File: src/rtl/lsu_rd_master.sv
// Load-side read initiator: one aligned AR/R transaction per load request,
// returning the selected byte/half/word with sign or zero extension.
module lsu_rd_master #(
  parameter int ADDR_W = 32,
  parameter int DATA_W = 32
) (
  input  logic              clk,
  input  logic              rst,
  input  logic              req_valid_i,
  output logic              req_ready_o,
  input  logic [ADDR_W-1:0] req_addr_i,
  input  logic [1:0]        req_size_i,
  input  logic              req_unsigned_i,
  output logic [ADDR_W-1:0] araddr_o,
  output logic              arvalid_o,
  input  logic              arready_i,
  input  logic [DATA_W-1:0] rdata_i,
  input  logic [DATA_W-1:0] rresp_i,
  input  logic              rvalid_i,
  output logic              rready_o,
  output logic              resp_valid_o,
  input  logic              resp_ready_i,
  output logic [DATA_W-1:0] resp_data_o,
  output logic              resp_err_o,
  output logic              busy_o
);

  typedef enum logic [1:0] {IDLE, ADDR, DATA, DONE} state_t;

  typedef struct packed {
    logic [1:0] lane;
    logic [1:0] size;
    logic       uns;
  } req_t;

  state_t            state, state_nxt;
  req_t              req_q;
  logic [ADDR_W-1:0] araddr_q;
  logic [DATA_W-1:0] data_q;
  logic              err_q;
  logic              bad_req;
  logic [7:0]        byte_v;
  logic [15:0]       half_v;
  logic [DATA_W-1:0] ext_v;

  // Alignment is judged on the request as it is accepted, so the error
  // result is ready one cycle after acceptance without touching the bus.
  always_comb begin
    bad_req = 1'b0;
    case (req_size_i)
      2'd1:    bad_req = req_addr_i[0];
      2'd2:    bad_req = |req_addr_i[1:0];
      2'd3:    bad_req = 1'b1;
      default: bad_req = 1'b0;
    endcase
  end

  always_comb begin
    byte_v = 8'h00;
    case (req_q.lane)
      2'd0: byte_v = rdata_i[7:0];
      2'd1: byte_v = rdata_i[15:8];
      2'd2: byte_v = rdata_i[23:16];
      2'd3: byte_v = rdata_i[31:24];
      default: byte_v = 8'h00;
    endcase
    half_v = req_q.lane[1] ? rdata_i[31:16] : rdata_i[15:0];
    case (req_q.size)
      2'd0:    ext_v = {{(DATA_W-8){~req_q.uns & byte_v[7]}}, byte_v};
      2'd1:    ext_v = {{(DATA_W-16){~req_q.uns & half_v[15]}}, half_v};
      default: ext_v = rdata_i;
    endcase
  end

  always_comb begin
    state_nxt = state;
    case (state)
      IDLE: if (req_valid_i) state_nxt = bad_req ? DONE : ADDR;
      ADDR: if (arready_i)   state_nxt = DATA;
      DATA: if (rvalid_i)    state_nxt = DONE;
      DONE: if (resp_ready_i) state_nxt = IDLE;
      default:               state_nxt = IDLE;
    endcase
  end

  always_ff @(posedge clk) begin
    if (!rst) begin
      state    <= IDLE;
      req_q    <= '0;
      araddr_q <= '0;
      data_q   <= '0;
      err_q    <= 1'b0;
    end else begin
      state <= state_nxt;
      case (state)
        IDLE: if (req_valid_i) begin
          req_q    <= '{lane: req_addr_i[1:0], size: req_size_i, uns: req_unsigned_i};
          araddr_q <= {req_addr_i[ADDR_W-1:2], 2'b00};
          if (bad_req) begin
            data_q <= '0;
            err_q  <= 1'b1;
          end
        end
        DATA: if (rvalid_i) begin
          if (|rresp_i) begin
            data_q <= '0;
            err_q  <= 1'b1;
          end else begin
            data_q <= ext_v;
            err_q  <= 1'b0;
          end
        end
        default: ;
      endcase
    end
  end

  assign req_ready_o  = (state == IDLE);
  assign arvalid_o    = (state == ADDR);
  assign rready_o     = (state == DATA);
  assign resp_valid_o = (state == DONE);
  assign busy_o       = (state != IDLE);
  assign araddr_o     = araddr_q;
  assign resp_data_o  = data_q;
  assign resp_err_o   = err_q;

endmodule

File: config.mk
export PLATFORM = sky130hd
export DESIGN_NAME = lsu_rd_master
export DESIGN_NICKNAME = d
export VERILOG_FILES = /design/src/rtl/lsu_rd_master.sv
export SDC_FILE = /design/constraint.sdc
export NUM_CORES = 1
export LEC_CHECK = 0
export ABC_AREA = 1
export CAP_MARGIN = 20
export CORE_ASPECT_RATIO = 0.75
export CORE_MARGIN = 2
export CORE_UTILIZATION = 37
export DETAILED_ROUTE_END_ITERATION = 16
export PLACE_DENSITY = 0.78
export SLEW_MARGIN = 20
export SYNTH_ARGS = -nofsm -noshare
export SYNTH_HDL_FRONTEND = slang
export SYNTH_SLANG_ARGS = --single-unit
File: constraint.sdc
create_clock -name clk -period 1.7 [get_ports clk]
set_input_delay 0.17 -clock clk [delete_from_list [all_inputs] [get_ports clk]]
set_output_delay 0.17 -clock clk [all_outputs]
set_load 0.03 [all_outputs]
# Word-level counts from Yosys, hierarchy flattened
# Cells that the tools add are included.
# totals
in_bits,105
elab_cells,55
reg_bits,70
# classes
eq_ne,15
mux,20
reduce_logical,10
bitwise_logic,3
# op_table
cell,n
2-to-1 mux 32 bit,4
one-hot mux 32 bit (2 select lines),2
one-hot mux 8 bit (4 select lines),1
OR reduction 32 bit,1
2-to-1 mux 16 bit,1
equality test 2 bit (second input constant),6
2-to-1 mux 2 bit,5
equality test 2 x 1 -> 1 bit (second input constant),4
one-hot mux 2 bit (4 select lines),1
AND reduction 4 bit,2
zero test 2 bit,3
inequality test 2 x 1 -> 1 bit (second input constant),3
2-to-1 mux 1 bit,4
inequality test 2 bit (second input constant),2
nonzero test 2 bit,2
one-hot mux 1 bit (3 select lines),1
bitwise AND 1 bit,2
one-hot mux 1 bit (2 select lines),1
AND reduction 2 bit,1
OR reduction 2 bit,1
NOT 1 bit,1

# Longest topological paths before layout
# Gate-level depths: netlist of run 1.
# depth
depth_word,7
ltp_mapped,10

# Worst setup path after synthesis of run 1
# Ideal clock, no wire load.
# synth_timing
path_kind,register to register
startpoint,register state[0]
endpoint,"register data_q[16], in the netlist resp_data_o[16]"
arrival_time_ns,1.759
n_path_buf,1
path_slack_ns,-0.129
path_stages_with_launch,11
setup_time_ns,0.071
synth_period_minus_slack_ns,1.829
cell_sequence,dfxtp_1 inv_1 ha_1 nand2_1 o21ai_1 nor2_1 nand2_1 nor3_2 buf_4 nand3_1 a21oi_1
# synth_between
elab_chain_cells,3
elab_cells_between_ends,8
cone_classes,eq/ne (4); mux (1); reduce/logical (3)
# synth_rtl
item,line,rtl
from (decl),36,"state_t state, state_nxt;"
from (signal assigned),94,state <= state_nxt;
zero test 2 bit *,n/a,
named net req_ready_o,10,"output logic req_ready_o,"
inequality test 2 x 1 -> 1 bit (no line) (tied with other cells),n/a,
AND reduction 4 bit (no line),n/a,
to (signal assigned),109,data_q <= ext_v;
to (decl),39,logic [DATA_W-1:0] data_q;
# Mark *: on every way through the listed nets, which the timed path passes. The rest lies on a longest branch.
# A chain may end at the register's enable or synchronous reset.

# Final worst setup path of run 1
# layout_timing
startpoint,register state[1]
endpoint,"register data_q[29], in the netlist resp_data_o[29]"
# layout_between
elab_chain_cells,3
elab_cells_between_ends,8
cone_classes,eq/ne (4); mux (1); reduce/logical (3)
# layout_rtl
item,line,rtl
equality test 2 bit / zero test 2 bit (equally long branches),95,case (state)
inequality test 2 bit (no line) (tied with other cells),n/a,
AND reduction 4 bit (no line),n/a,
# Parallel ways exist; a longest one is shown, timed or not.

==> results of run 1 <==
==> state kept, by name, summed over array words and instances (netlist names) <==
name / count
resp_err_o: 1
araddr_o: 30
resp_data_o: 32
state: 2
req_q: 5
==> cell families (layout without fill, tap and decap cells) <==
group | after synthesis | after routing
buf+inv | 65 | 256
fa+ha+maj | 4 | 4
other cells | 1 | 2
simple gates | 247 | 247
flops | 70 | 70
compound gates | 117 | 117
==> layout make-up <==
cell class	instances	area (sq um)
Multi-Input combinational cell	370	1972
Fill cell	787	3099
Timing Repair Buffer	205	2047
Clock inverter	6	93.84
Tap cell	128	160.2
Sequential cell	70	1408
Clock buffer	10	239.0
Inverter	35	140.1
==> placed cells by master (no fill, tap or decap), drive strengths merged <==
cell type | synthesis | routed
a22oi | 1 | 1
inv | 34 | 35
conb | 1 | 2
clkinv | 1 | 3
a21oi | 51 | 51
buf | 11 | 32
ha | 4 | 4
nand3b | 2 | 2
bufinv | 0 | 2
clkbuf | 19 | 11
nor2 | 96 | 96
nand3 | 44 | 44
and2 | 1 | 1
o211ai | 3 | 3
nand2 | 89 | 89
o22ai | 3 | 3
clkdlybuf4s50 | 0 | 167
o21ai | 58 | 58
or2 | 9 | 9
nor3 | 6 | 6
a221oi | 1 | 1
dlygate4sd2 | 0 | 5
dfxtp | 70 | 70
clkinvlp | 0 | 1
==> critical path, cell delays in order (launching register included) <==
cell     delay, ps
dfxtp_4        380
inv_4           40
ha_4           170
nand2_2         70
o21ai_2         70
nor2_2         140
nand2_2        100
nor3_4         220
buf_6          150
buf_12         140
nand3_1         80
a21oi_1        130
==> metal layers <==
metal,GRT usage,routed length (um),vias to the layer above
met2,0.3915,5689,199
met5,0,0,-
met1,0.3338,5707,1884
li1,-,-,2015
met4,0.06952,146,0
met3,0.05000,1302,12
==> final timing paths <==
kind / slack [ps] / endpoint / startpoint / cells past startpoint
max reg2reg: -50 / resp_data_o[29] / state[1] / 11
min: 460 / resp_data_o[1] / resp_data_o[1] / 2
min reg2reg: 460 / resp_data_o[1] / resp_data_o[1] / 2
max: -50 / resp_data_o[29] / state[1] / 11
==> through the flow <==
stage               worst slack [ps]  setup TNS, ps  area [sq um]
floorplan                      34.12              0          3536
global placement              -45.77          -1068          5470
detailed placement            -137.3          -2874          5470
CTS                           -31.00         -149.8          5989
global route                  -147.7          -3820          6060
finish                        -50.23         -980.2          6060
==> power groups by stage <==
stage | clock, uW | sequential (uW) | combinational (uW)
after detailed placement | 0 | 2160 | 3710
after global routing | 2170 | 2190 | 4280
after floorplan | 0 | 2540 | 1830
final | 2080 | 2160 | 3950
after CTS | 2110 | 2160 | 3830
after global placement | 0 | 2140 | 3640
==> repair_timing <==
item                                    4_1_cts  5_1_grt
setup buffers                                 8        3
endpoints found under the setup margin       35       35
resized for setup                            23       23
endpoints found under the hold margin         0        0
cloned                                        2        1
hold buffers                                  0        0
pin swaps                                     3       10
==> reports/metrics.cfg, run 1 <==
[status]
status=finished, violations left
violations=setup timing

[floorplan]
rows=30
dieArea_sq_um=10340
die_w_um=116.7
start_util=0.3851
coreArea_sq_um=9159
num_io_pins=175
die_y_um=88.56

[clock_tree]
clock_sinks=70
clk_latency_ps=330
clock-root-buffer=clkbuf_16
clockBufferDepth=2
cts_max_level=3
cts_made_buffers=9
clkTransAtPathRegs_ps=60
cts_tree=yes

[place]
place_congestion=0.9154
placedCellCount=797
place.port_buffers=172
dpl.hpwl_um=9321

[cells_and_area]
fin_cells=824
nNetsFinal=800
antenna-diode-count=0
utilization=0.6616
drive_gt1_frac=0.1724
synthToLayoutAreaGrowth_pct=71.80

[power_and_ir_drop]
p_total_uw=8181
power_frac_clock=0.254
p_comb_frac=0.482
power_frac_seq=0.264
p_int_uw=4853
peakVddDrop_mv=0.7265
power_leakage_uw=0.002325
p_per_area_nw_per_um2=1350
p_sw_frac=0.4069
power.switching_uw=3329

[synthesis]
postSynthAreaPerCell_sq_um=6.998
yosys-top-cells-area=dfxtp_1 (40%), nor2_1 (10%), nand2_1 (9.4%), o21ai_0 (8.1%), a21oi_1 (5.5%)
synth_fa_ha_area_frac=0.01419
synth_most_common_cell=nor2_1
syn_inst=504
ys_seq_elements=70
synth_top_family_by_area=simple AND/OR/NAND/NOR gates
syn-cell-area_sq_um=3527
yosys_warnings=0
ys_types=32
synthMuxAreaShare=0
synthXorXnorAreaFrac=0
yosysTopAreaCellShare=0.3973
async_flop_share=0
synth-edff-count=0
synthTopCellsByCount=nor2_1 (94), nand2_1 (88), dfxtp_1 (70), o21ai_0 (57), a21oi_1 (39)
yosysTopAreaCell=dfxtp_1
ys_seq_area_frac=0.3973
synthSimpleGateAreaFrac=0.3189
ys.flop_type=dfxtp_1
synth_compound_area_frac=0.1859

[worst_hold_path]
hold_class=reg -> reg

[routing]
drc_errors=0
wirelength_um=12850
wire_per_inst_um=15.59
ant_nets=0
via_per_inst=4.988
dr.pass1.iters=5
vias=4110
drt_iter0_drc=228

[setup_path]
path_max_fanout=8
crit_required_ps=1960
critical_path_arrival_ps=2010
startpoint_type=flip-flop
crit_type=reg -> reg
cp-end-kind=flip-flop

[timing]
fin_crit_sh=1.030
fin_ws_ps=-50.23
hold_violations=0
maxSlewViolCount=0
setup_violations=29
holdWs_ps=464.3
min_period_ps=1750
rsz0062_at_grt=yes
finClkSkew_ps=11.17
fmax_ghz=0.5714

[grt]
grt_usage=0.2437
grt_max_degree=31
grt_pass1_wl_um=19460
overflow=0
antenna_found_initial=0
grt_pass1_vias=3948

[job]
drv_cap=0

Note: power is estimated with default switching activity, not from simulation.
==> run 2, diff against run 1 <==
--- a/config.mk
+++ b/config.mk
@@ -6,11 +6,11 @@
 export NUM_CORES = 1
 export LEC_CHECK = 0
 export ABC_AREA = 1
-export CAP_MARGIN = 20
 export CORE_ASPECT_RATIO = 0.75
 export CORE_MARGIN = 2
 export CORE_UTILIZATION = 37
 export DETAILED_ROUTE_END_ITERATION = 16
+export MAX_ROUTING_LAYER = met4
 export PLACE_DENSITY = 0.78
 export SLEW_MARGIN = 20
 export SYNTH_ARGS = -nofsm -noshare
==> run 2 against run 1 <==
Effect of this change:
- the flow still finishes with violations (setup timing)
- global-route usage increased by 0.95 points
- clock skew decreased by 1.4 ps
- die area stayed put
- register-to-register slack improved by 30 ps
- total power decreased by 2.4%
- clock power down 8%
- clock-buffer cell count unchanged
- non-clock buffer count rose by 1
==> reports/metrics.cfg, run 2 (synthesis results as in run 1) <==
[status]
status=finished, violations left
violations=setup timing

[routing]
vias=4029
drt_iter0_drc=221
via_per_inst=4.884
drc_errors=0
wire_per_inst_um=15.29
dr.pass1.iters=4
wirelength_um=12620
ant_nets=0

[cells_and_area]
antenna-diode-count=0
drive_gt1_frac=0.1664
fillers=828
multi_input_area_sq_um=1959
utilization=0.6600
layout_common_cells=clkdlybuf4s50_1 (167), nor2_1 (93), nand2_1 (84), dfxtp_1 (67), o21ai_0 (57)
fin_area_sq_um=6045
largest_reg_flops=32
nNetsFinal=801
synthToLayoutAreaGrowth_pct=71.37
layout_commonest_cell=clkdlybuf4s50_1
register_area_sq_um=1408

[power_and_ir_drop]
peakVddDrop_mv=0.8259
p_per_area_nw_per_um2=1320
power_leakage_uw=0.002325

[job]
drv_cap=0

[floorplan]
die_y_um=88.56
coreArea_sq_um=9159
rows=30
die_w_um=116.7
dieArea_sq_um=10340
start_util=0.3851
num_io_pins=175

[setup_path]
regToRegEndpoint=resp_data_o[30]
cp-end-kind=flip-flop
crit_required_ps=1950
rr_worst_depth=11
critical_path_arrival_ps=1980
crit_type=reg -> reg
startpoint_type=flip-flop
path_max_fanout=8
r2r-start=state[1]
r2r_slack_ps=-20

[clock_tree]
clock_sinks=70
clkTransAtPathRegs_ps=60
clockBufferDepth=2
clock-root-buffer=clkbuf_16
clk_latency_ps=330
cts_tree=yes
cts_hold_buf=0
cts_made_buffers=9
cts_max_level=3

[grt]
overflow=0
grt_pass1_wl_um=19380
antenna_found_initial=0
grt_max_degree=32
grt_usage=0.2532
grt_pass1_vias=3872

[worst_hold_path]
hp-start=req_addr_i[24]
hold_class=in -> reg
whs_path_depth=3
hold_end=araddr_o[24]

[timing]
min_period_ps=1723
rsz0062_at_grt=yes
finalSetupTns_ps=-80.56
hold_violations=0
maxSlewViolCount=0
holdWs_ps=459.2
fmax_ghz=0.5803
setup_violations=10
finClkSkew_ps=9.803
fin_ws_ps=-23.13
fin_crit_sh=1.014

[place]
dpl.hpwl_um=9250
place_ws_ps=-144.5
place_congestion=0.9397
place.port_buffers=172
dpl_cell_area_sq_um=5478

## run 2: changes by cell type in the layout (fill, tap and decap cells not counted), moves of 2 or more
| cell | delta |
|---|---|
| a21oi_2 | -6 |
| buf_16 | +2 |
| a21oi_1 | +6 |
| buf_12 | -2 |
## run 2: timing repair
| item | 4_1_cts | 5_1_grt |
|---|---|---|
| resized for setup | 22 | 19 |
| cloned | 2 | 1 |
| endpoints found under the hold margin | 0 | 0 |
| pin swaps | 2 | 7 |
| setup endpoints to repair | 35 | 36 |
| setup buffers | 6 | 2 |
## run 2: worst max-delay path by stage
stage	cells after the start	end	from
after global placement	9	resp_data_o[29]	rresp_i[10]
after CTS	10	resp_data_o[7]	state[1]
final	11	resp_data_o[30]	state[1]
after global routing	11	resp_data_o[9]	state[1]
after floorplan	10	resp_data_o[16]	state[0]
after detailed placement	9	resp_data_o[30]	rresp_i[10]
## run 2: cell type report
type,count,share of cell area
tap,128,0.02650
clock inverter,6,0.01138
sequential,70,0.2329
timing repair buffer,206,0.3424
multi-input combinational,370,0.3242
clock buffer,10,0.03954
inverter,35,0.02318
## run 2: where the power goes
group	switching (uW)	leakage, uW	total, uW	internal [uW]
combinational	2350	0.00160	3920	1570
sequential	202	0.000573	2140	1930
clock	738	0.000149	1920	1190
total	3290	0.00232	7980	4690
## run 2: worst max-delay path, cell delays in order, from the launching register on
cell and delay [ps]:
dfxtp_4 370, inv_4 40, ha_4 170, nand2_2 70, o21ai_2 60, nor2_1 110
nand2_2 100, nor3_4 210, buf_6 160, buf_12 130, nand3_1 80, a21oi_1 150
## run 2: metrics by stage
step           std cells  total power (uW)
3_3_place_gp         798              5803
6_report             825              7982
5_1_grt              825              8510
2_1_floorplan        505              4374
3_5_place_dp         798              5877
4_1_cts              822              7962
## run 2: routing by layer
metal  GRT usage  routed length (um)
met1      0.3415                5912
met2      0.3789                5529
met3     0.05411                1029
met4     0.08342                 146
met5           -                   0
==> run 3, diff against run 2 <==
--- a/config.mk
+++ b/config.mk
@@ -8,10 +8,10 @@
 export ABC_AREA = 1
 export CORE_ASPECT_RATIO = 0.75
 export CORE_MARGIN = 2
-export CORE_UTILIZATION = 37
+export CORE_UTILIZATION = 44
 export DETAILED_ROUTE_END_ITERATION = 16
 export MAX_ROUTING_LAYER = met4
-export PLACE_DENSITY = 0.78
+export PLACE_DENSITY = 0.87
 export SLEW_MARGIN = 20
 export SYNTH_ARGS = -nofsm -noshare
 export SYNTH_HDL_FRONTEND = slang
==> constraint.sdc (replaced) <==
create_clock -name clk -period 2.15 [get_ports clk]
set_input_delay 0.215 -clock clk [delete_from_list [all_inputs] [get_ports clk]]
set_output_delay 0.215 -clock clk [all_outputs]
set_load 0.03 [all_outputs]
==> run 3 against run 2 <==
Effect of this change:
- the run now ends clean
- wire length fell by 5.3%
- total power fell by 29%
- clock-buffer cell count fell by 1
- core utilization rose by 4.6 points
- non-clock buffer count fell by 25
- critical path type is now reg -> out
==> reports/metrics.cfg, run 3 (synthesis results as in run 1) <==
[power_and_ir_drop]
p_int_uw=3190
peakVddDrop_mv=0.5925
power_frac_seq=0.299
power.switching_uw=2447
p_sw_frac=0.4341
power_leakage_uw=0.002107
power_frac_clock=0.217
p_per_area_nw_per_um2=1018
p_comb_frac=0.484

[cells_and_area]
layout_common_cells=clkdlybuf4s50_1 (172), nor2_1 (94), nand2_1 (88), dfxtp_1 (70), o21ai_0 (57)
register_area_sq_um=1401
fin_area_sq_um=5540
multi_input_area_sq_um=1844
largest_reg_flops=32
nNetsFinal=776
drive_gt1_frac=0.09821
fillers=681
synthToLayoutAreaGrowth_pct=57.08
fin_cells=777
antenna-diode-count=0
layout_commonest_cell=clkdlybuf4s50_1

[timing]
finalSetupTns_ps=0
fmax_ghz=0.4838
slew_headroom=0.3451
rsz0062_at_grt=no
min_period_ps=2067
fin_crit_sh=0.9613
hold_violations=0
finClkSkew_ps=16.48
tightest_slew_ps=981.2
maxSlewViolCount=0
setup_violations=0

[worst_hold_path]
hp-start=resp_data_o[13]
hold_class=reg -> reg
hold_end=resp_data_o[13]
whs_path_depth=2

[place]
dpl_cell_area_sq_um=5314
place.port_buffers=172
dpl.hpwl_um=9075
place_congestion=0.9688
placedCellCount=761

[routing]
dr.pass1.iters=6
ant_nets=0
via_per_inst=5.167
vias=4015
wire_per_inst_um=15.38
wirelength_um=11950
drc_errors=0
drt_iter0_drc=282

[setup_path]
slowest_stage=clkdlybuf4s50_1
max_stage_delay_ps=670
startpoint_type=flip-flop
cpLargestDelayFamily=buffers and inverters
regToRegEndpoint=resp_err_o
cp-end-kind=primary output
critical_path_arrival_ps=1850
path_common_cell=inv_1
crit_required_ps=1930
crit_type=reg -> out
r2r_slack_ps=130
r2r-start=state[0]
path_max_fanout=7
path_cells=inv_1 > ha_1 > inv_1 > clkdlybuf4s50_1
critPathBufInv=3
rr_worst_depth=9

[clock_tree]
cts_hold_buf=0
clk_latency_ps=360
clock-root-buffer=clkbuf_8
cts_tree=yes
clock_sinks=70
cts_setup_buffers=0
clkTransAtPathRegs_ps=80
cts_max_level=3
ctsResizeCount=0
cts_made_buffers=9
clockBufferDepth=2

[floorplan]
num_io_pins=175
die_w_um=107.4
coreArea_sq_um=7848
dieArea_sq_um=8756
die_y_um=81.54
rows=28
start_util=0.4495

[grt]
overflow=0
antenna_found_initial=0
grt_pass1_vias=3837
grt_usage=0.2786
grt_max_degree=40
grt_pass1_wl_um=18320

[status]
status=completed

[job]
drv_cap=0

-- run 3: worst register-to-register path, stage by stage, from the launching register on --
cell	delay, ps
dfxtp_1	390
inv_1	90
ha_1	280
nor2_1	190
nor2_1	80
nand2_1	140
buf_4	340
inv_1	160
o21ai_0	200
nor2_1	50
-- run 3: through the flow --
| step | setup WS (ps) | util | total power (uW) | hold slack [ps] |
|---|---|---|---|---|
| 6_report | 83.21 | 0.7060 | 5637 | 469.1 |
| 5_1_grt | 14.16 | 0.7060 | 5973 | 489.8 |
| 4_1_cts | 92.47 | 0.7060 | 5635 | 468.4 |
| 3_5_place_dp | 136.8 | 0.6771 | 4414 | 458.3 |
| 3_3_place_gp | 266.1 | 0.6771 | 4318 | 454.5 |
| 2_1_floorplan | 320.6 | - | 3448 | 381.7 |
-- run 3: how the worst max path moves through the flow --
stage	from	end	cells after the start
2_1_floorplan	state[0]	resp_data_o[16]	10
3_3_place_gp	req_addr_i[0]	resp_data_o[2]	8
3_5_place_dp	state[0]	resp_err_o	9
4_1_cts	state[0]	busy_o	4
5_1_grt	state[0]	resp_data_o[2]	9
6_report	state[0]	busy_o	4
-- run 3: power groups by stage --
stage / logic (uW) / registers [uW] / clock network [uW]
floorplan: 1440 / 2010 / 0
global placement: 2620 / 1690 / 0
detailed placement: 2710 / 1710 / 0
CTS: 2710 / 1680 / 1240
global route: 2980 / 1710 / 1290
finish: 2730 / 1680 / 1220
-- run 3: layer usage --
layer	global-route usage	up-vias	wire length, um
met1	0.3258	1824	4962
met5	-	-	0
li1	-	1964	-
met2	0.4614	192	5629
met3	0.07143	35	996
met4	0.1179	0	360
-- run 3: area by class of cell --
cell class / count / share of cell area
Inverter: 35 / 0.02439
Multi-Input combinational cell: 370 / 0.3329
Clock inverter: 7 / 0.01852
Clock buffer: 9 / 0.02236
Tap cell: 105 / 0.02371
Sequential cell: 70 / 0.2529
Timing Repair Buffer: 181 / 0.3252
